--- src/rtl/comparador_constante_seq.sv ---
// ============================================================================
// Module   : comparador_constante_seq
// Brief    : Registered, maskable comparator of a sample stream against a
//            programmable reference, with match counter and run detector.
// Revision : 1.0 - initial release
// ============================================================================
`default_nettype none

module comparador_constante_seq #(
    parameter int WIDTH = 4,
    parameter int CNT_W = 8,
    parameter int RUN_W = 4
) (
    input  logic             clk,
    input  logic             rst_n,
    input  logic             in_valid_i,
    input  logic [WIDTH-1:0] x_i,
    input  logic             ref_we_i,
    input  logic [WIDTH-1:0] ref_val_i,
    input  logic [WIDTH-1:0] ref_mask_i,
    input  logic [1:0]       mode_i,
    input  logic [RUN_W-1:0] run_len_i,
    input  logic             clr_i,
    output logic             out_valid_o,
    output logic             eq_o,
    output logic             lt_o,
    output logic             gt_o,
    output logic             q_o,
    output logic             detect_o,
    output logic [CNT_W-1:0] match_cnt_o
);

    localparam logic [1:0] MODE_EQ = 2'b00;
    localparam logic [1:0] MODE_NE = 2'b01;
    localparam logic [1:0] MODE_LT = 2'b10;
    localparam logic [1:0] MODE_GT = 2'b11;

    logic [WIDTH-1:0] ref_val_q,  ref_val_d;
    logic [WIDTH-1:0] ref_mask_q, ref_mask_d;
    logic             out_valid_q, out_valid_d;
    logic             eq_q, eq_d;
    logic             lt_q, lt_d;
    logic             gt_q, gt_d;
    logic             res_q, res_d;
    logic             detect_q, detect_d;
    logic [CNT_W-1:0] match_cnt_q, match_cnt_d;
    logic [RUN_W-1:0] run_q, run_d;

    logic [WIDTH-1:0] xm, rm;
    logic             cmp_eq, cmp_lt, cmp_gt, q_next;
    logic [RUN_W-1:0] run_thr;

    // The comparison always uses the reference currently held, so a sample
    // arriving alongside ref_we sees the old value.
    always_comb begin
        xm     = x_i & ref_mask_q;
        rm     = ref_val_q & ref_mask_q;
        cmp_eq = (xm == rm);
        cmp_lt = (xm < rm);
        cmp_gt = (xm > rm);
    end

    always_comb begin
        q_next = cmp_eq;
        case (mode_i)
            MODE_EQ: q_next = cmp_eq;
            MODE_NE: q_next = ~cmp_eq;
            MODE_LT: q_next = cmp_lt;
            MODE_GT: q_next = cmp_gt;
            default: q_next = cmp_eq;
        endcase
    end

    assign run_thr = (run_len_i == '0) ? RUN_W'(1) : run_len_i;

    always_comb begin
        ref_val_d   = ref_val_q;
        ref_mask_d  = ref_mask_q;
        out_valid_d = in_valid_i;
        eq_d        = eq_q;
        lt_d        = lt_q;
        gt_d        = gt_q;
        res_d       = res_q;
        run_d       = run_q;
        detect_d    = detect_q;
        match_cnt_d = match_cnt_q;

        if (ref_we_i) begin
            ref_val_d  = ref_val_i;
            ref_mask_d = ref_mask_i;
        end

        if (in_valid_i) begin
            eq_d  = cmp_eq;
            lt_d  = cmp_lt;
            gt_d  = cmp_gt;
            res_d = q_next;
        end

        // clr wins over a same-cycle sample for all counting state.
        if (clr_i) begin
            run_d       = '0;
            detect_d    = 1'b0;
            match_cnt_d = '0;
        end else if (in_valid_i) begin
            if (q_next) begin
                if (run_q != '1) begin
                    run_d = run_q + RUN_W'(1);
                end
                if (match_cnt_q != '1) begin
                    match_cnt_d = match_cnt_q + CNT_W'(1);
                end
            end else begin
                run_d = '0;
            end
            detect_d = (run_d >= run_thr);
        end
    end

    always_ff @(posedge clk or negedge rst_n) begin
        if (!rst_n) begin
            ref_val_q   <= '0;
            ref_mask_q  <= '1;
            out_valid_q <= 1'b0;
            eq_q        <= 1'b0;
            lt_q        <= 1'b0;
            gt_q        <= 1'b0;
            res_q       <= 1'b0;
            run_q       <= '0;
            detect_q    <= 1'b0;
            match_cnt_q <= '0;
        end else begin
            ref_val_q   <= ref_val_d;
            ref_mask_q  <= ref_mask_d;
            out_valid_q <= out_valid_d;
            eq_q        <= eq_d;
            lt_q        <= lt_d;
            gt_q        <= gt_d;
            res_q       <= res_d;
            run_q       <= run_d;
            detect_q    <= detect_d;
            match_cnt_q <= match_cnt_d;
        end
    end

    assign out_valid_o = out_valid_q;
    assign eq_o        = eq_q;
    assign lt_o        = lt_q;
    assign gt_o        = gt_q;
    assign q_o         = res_q;
    assign detect_o    = detect_q;
    assign match_cnt_o = match_cnt_q;

endmodule

`default_nettype wire

--- config.mk ---
export PLATFORM = sky130hd
export DESIGN_NAME = comparador_constante_seq
export DESIGN_NICKNAME = d
export VERILOG_FILES = /design/src/rtl/comparador_constante_seq.sv
export SDC_FILE = /design/constraint.sdc
export NUM_CORES = 1
export LEC_CHECK = 0
export ABC_AREA = 1
export BUFFER_PORTS_ARGS = -buffer_cell sky130_fd_sc_hd__buf_2
export CAP_MARGIN = 40
export CORE_AREA = 2 2 57 59
export CTS_BUF_LIST = sky130_fd_sc_hd__clkbuf_8
export DETAILED_ROUTE_END_ITERATION = 8
export DIE_AREA = 0 0 59 61
export PLACE_DENSITY = 0.77
export SYNTH_ARGS = -nofsm -noshare
export SYNTH_HDL_FRONTEND = slang
export SYNTH_SLANG_ARGS = --single-unit
--- constraint.sdc ---
create_clock -name clk -period 2.78 [get_ports clk]
set_input_delay 0.139 -clock clk [delete_from_list [all_inputs] [get_ports clk]]
set_output_delay 0.139 -clock clk [all_outputs]
set_load 0.02 [all_outputs]
# [Word-level counts from Yosys, hierarchy flattened]
# Index checks and enable logic that the tools add are counted.
[word_totals] ff_bits=26 inputBits=23 output_inout_bits=14 elab_cells=44
[op_classes] addsub=2 magnitude_cmp=3 n_eq_ne=6 muxes=14 bitwise=3 reduce_logical=6
[ops] cell="$mux 8" n=4
[ops] cell="$mux 4" n=7
[ops] cell="$add 8x1->8 const B" n=1
[ops] cell="$and 4x4->4" n=2
[ops] cell="$ne 8x8->1 const B" n=1
[ops] cell="$reduce_bool 2->1" n=3
[ops] cell="$add 4x1->4 const B" n=1
[ops] cell="$eq 2x2->1 const B" n=2
[ops] cell="$eq 4x4->1" n=1
[ops] cell="$ge 4x4->1" n=1
[ops] cell="$gt 4x4->1" n=1
[ops] cell="$logic_not 4->1" n=1
[ops] cell="$lt 4x4->1" n=1
[ops] cell="$ne 4x4->1 const B" n=1
[ops] cell="$pmux 1 s4" n=1
[ops] cell="$reduce_and 3->1" n=1
[ops] cell="$eq 2x1->1 const B" n=1
[ops] cell="$logic_not 2->1" n=1
[ops] cell="$mux 1" n=2
[ops] cell="$not 1->1" n=1

# [Longest topological paths before layout]
[depth] word_depth=10 depth_mapped=20 ltp_nobuf=20

# [Worst setup path before layout]
# Ideal clock, no wire load.
[synth_timing] path_type="register -> register" from="register ref_mask_q[3]" to="register detect_q (netlist: detect_o)" setup_time_ns=0.123 t_arrival_ns=2.299 required_ns=2.657 path_slack_ns=0.358 stages_incl_launch_ff=19 n_path_buf=0 synth_period_minus_slack_ns=2.422 cell_sequence="dfstp_2 nand2_1 ha_1 nand2_1 inv_1 nand2_1 nand3_2 nand2_1 nand2_2 nand2_2 inv_2 nand2_1 ha_1 inv_1 a21boi_0 o21a_1 o21a_1 o21ai_0 nand2_1"
[synth_between] elab_chain_len=10 word_cells_on_any_way=13 cone_classes="3 x order compare; 1 x eq/ne; 6 x mux; 3 x bitwise"
[synth_lines] item="from (decl)" line="39" text="logic [WIDTH-1:0] ref_mask_q, ref_mask_d;"
[synth_lines] item="from (signal assigned)" line="134" text="ref_mask_q <= ref_mask_d;"
[synth_lines] item="branches (longest 3 deep; another with $gt 4x4->1)"
[synth_lines] item="$pmux 1 s4 *" line="65" text="case (mode_i)"
[synth_lines] item="$mux 4 *" line="106" text="if (q_next) begin"
[synth_lines] item="$mux 4 *" line="105" text="end else if (in_valid_i) begin"
[synth_lines] item="$mux 4 *" line="101" text="if (clr_i) begin"
[synth_lines] item="$ge 4x4->1 *" line="116" text="detect_d = (run_d >= run_thr);"
[synth_lines] item="$mux 1 *" line="105"
[synth_lines] item="$mux 1 *" line="101"
[synth_lines] item="to (signal assigned)" line="141" text="detect_q <= detect_d;"
[synth_lines] item="to (decl)" line="45" text="logic detect_q, detect_d;"
# Every way passes the cells marked *. The select of a mux whose other input is x is not followed.
# A chain may end at the register's enable or synchronous reset.

# [Final worst setup path]
# Ends and elaborated chain as after synthesis.

==> results.sh <==
export IMPL_synthDistinctLibCells=31
export IMPL_drtAntennaViolNets=0
export IMPL_routedWlPerCell_um=11.1
export IMPL_ys_warn_count=0
export IMPL_required_ns=2.95
export IMPL_synth_avg_cell_area_um2=8.47
export IMPL_synth_seq_area_share_pct=42.1
export IMPL_ioPinCount=37
export IMPL_clk_pin_slew_ns=0.09
export IMPL_gp_congestion=0.807
export IMPL_leakage_uw=0.00102
export IMPL_tightest_slew_ns=0.583
export IMPL_dieArea_um2=3600
export IMPL_hpwlAfterDp_um=2180
export IMPL_relSlewSlack_pct=61.1
export IMPL_synth_top_area_share_pct=35.3
export IMPL_grt_pass1_vias=1226
export IMPL_dpl_cell_count=251
export IMPL_p_total_uw=1000
export IMPL_grt_ovfl_total=0
export IMPL_tritoncts="built"
export IMPL_syn_cell_area_um2=1560
export IMPL_synth_nets=217
export IMPL_h_tree_depth=1
export IMPL_die_w_um=59
export IMPL_final_common_cell="nand2_1"
export IMPL_met1_length_um=1330
export IMPL_seq_area_um2=656
export IMPL_r2r_slack_ns=0.26
export IMPL_grt_max_degree=27
export IMPL_port_buffers=36
export IMPL_min_period_ns=2.52
export IMPL_pwr_density_cell_nw_per_um2=533
export IMPL_vias=1286
export IMPL_min_path_type="primary input to flop"
export IMPL_crit_fanout=3
export IMPL_nets=258
export IMPL_worst_setup_path_startpoint="ref_mask_q[3]$_DFFE_PN1P_"
export IMPL_track_usage_pct=18.5
export IMPL_status="completed"
export IMPL_drt_initial_drc_count=34
export IMPL_die_h_um=61
export IMPL_setup_ws_ns=0.259
export IMPL_worstHoldStart="in_valid_i"
export IMPL_dp_slack_ns=0.235
export IMPL_setup_violations=0
export IMPL_met2WireLength_um=1380
export IMPL_start_kind="flop"
export IMPL_fin_area_um2=1880
export IMPL_critPathArrivalTime_ns=2.69
export IMPL_cts_buffers=3
export IMPL_placed_area_um2=1770
export IMPL_fmax_mhz=397
export IMPL_met3_length_um=121
export IMPL_hold_viol_final=0
export IMPL_vias_per_cell=5.00
export IMPL_grt_setup_unrepaired="false"
export IMPL_synthTopCellsByArea="dfrtp_1 35%, nand2_1 11%, ha_1 8.0%"
export IMPL_crit_type="flop to flop"
export IMPL_start_util_pct=52.8
export IMPL_finClkSkew_ns=0.00145
export IMPL_post_route_period_util_pct=90.7
export IMPL_cts_buffer_depth=2
export IMPL_antenna_found_initial=0
export IMPL_maxCapViolCount=0
export IMPL_timing_rr_start="ref_mask_q[3]$_DFFE_PN1P_"
export IMPL_drive_above_1_share_pct=31.7
export IMPL_multiInputGateArea_um2=812
export IMPL_end_kind="flop"
export IMPL_tns_ns=0
export IMPL_syn_to_final_growth_pct=20.5
export IMPL_clock_sinks=26
export IMPL_grt_first_pass_wirelength_um=5110
export IMPL_clkLatencyLatePin_ns=0.27
export IMPL_synth_seq_cells=26
export IMPL_route_detailed_drc=0
export IMPL_core_um2=2950
export IMPL_num_rows=20
export IMPL_nFillCells=272
export IMPL_final_cell_mix="46 x nand2_1, 36 x buf_2, 24 x inv_1, 22 x dfrtp_1, 15 x nor2_1"
export IMPL_wirelength_um=2850
export IMPL_syn_inst=184
export IMPL_layout_cells_non_filler=257
export IMPL_highest_layer="met4"
export IMPL_antenna_cells=0
export IMPL_drt_pass1_iter_count=4
export IMPL_peakVddDrop_mv=0.234
export IMPL_drv_slew=0
export IMPL_root_buffer="clkbuf_8"
export IMPL_synth_largest_area_cell="dfrtp_1"
==> synthesized netlist by cell type, drive strengths merged <==
library cell,number
nand4,3
a21boi,1
a22o,1
xor2,5
inv,26
mux2,8
o21a,3
dfstp,4
ha,10
nor3,2
o21ai,8
a31o,1
nand2,50
and3,1
dfrtp,22
nor2,19
xnor2,1
a21oi,2
clkinv,1
clkbuf,2
nand3,14
==> worst max-delay path, stage by stage (launching register included) <==
cell      delay [ns]
dfstp_2         0.55
nand2_1         0.05
ha_1            0.28
a21oi_1         0.21
nand3_2         0.12
nand2_1         0.08
nand2_2         0.08
and3_1          0.16
ha_1            0.28
a21boi_0        0.12
o21a_1          0.16
o21a_1          0.16
o21ai_1         0.11
nand2_1         0.06
==> final timing paths <==
check                      depth (start not counted)                       end
hold / removal                                     1     out_valid_o$_DFF_PN0_
setup reg to reg                                  13      detect_o$_DFFE_PN0P_
setup / recovery                                  13      detect_o$_DFFE_PN0P_
min in group asynchronous                          2  ref_val_q[2]$_DFFE_PN0P_
max in group asynchronous                          2  ref_val_q[1]$_DFFE_PN0P_
hold reg to reg                                    2      detect_o$_DFFE_PN0P_
==> through the flow <==
step / hold slack [ns] / utilization (%)
final: 0.0571 / 63.6
after floorplan: -0.157 / -
after global routing: 0.0435 / 63.6
after CTS: 0.0531 / 62.8
after detailed placement: 0.176 / 60.0
after global placement: 0.172 / 60.0
==> flip-flops by register name, indices dropped and copies added, names as in the netlist, 4 cells and up <==
register and count:
match_cnt_o 8, ref_mask_q 4, ref_val_q 4, run_q 4
==> metal layers <==
layer	global-route usage, %	vias to the layer above
li1	-	669
met1	24.1	583
met2	32.7	30
met3	2.56	4
met4	4.87	0
met5	0	-
==> power by group <==
part           switching (uW)  leakage, uW  internal, uW  total, uW
registers                26.7     0.000328           418        444
logic                     143     0.000659          96.7        239
clock network             124    0.0000357           193        317
total                     294      0.00102           707       1000
==> timing repair <==
| item | in CTS | in global routing |
|---|---|---|
| endpoints found under the setup margin | 0 | 1 |
| setup buffers | 0 | 1 |
| endpoints found under the hold margin | 22 | 0 |
| resized for setup | 0 | 3 |
| hold buffers | 1 | 0 |
==> logic make-up after synthesis <==
group	Yosys count	share of synthesized area [%]
xor+xnor	6	3.37
compound gates	16	6.50
flops	26	42.1
mux	8	5.78
simple gates	89	27.3
fa+ha+maj	10	8.03
buf+inv	29	6.98
==> cell type report <==
class | instances | share of cell area, %
Multi-Input combinational cell | 129 | 43.2
Inverter | 27 | 5.39
Clock inverter | 1 | 1.60
Clock buffer | 3 | 2.20
Tap cell | 33 | 2.20
Sequential cell | 26 | 34.9
Timing Repair Buffer | 38 | 10.5
Note: power is estimated with default switching activity, not from simulation.
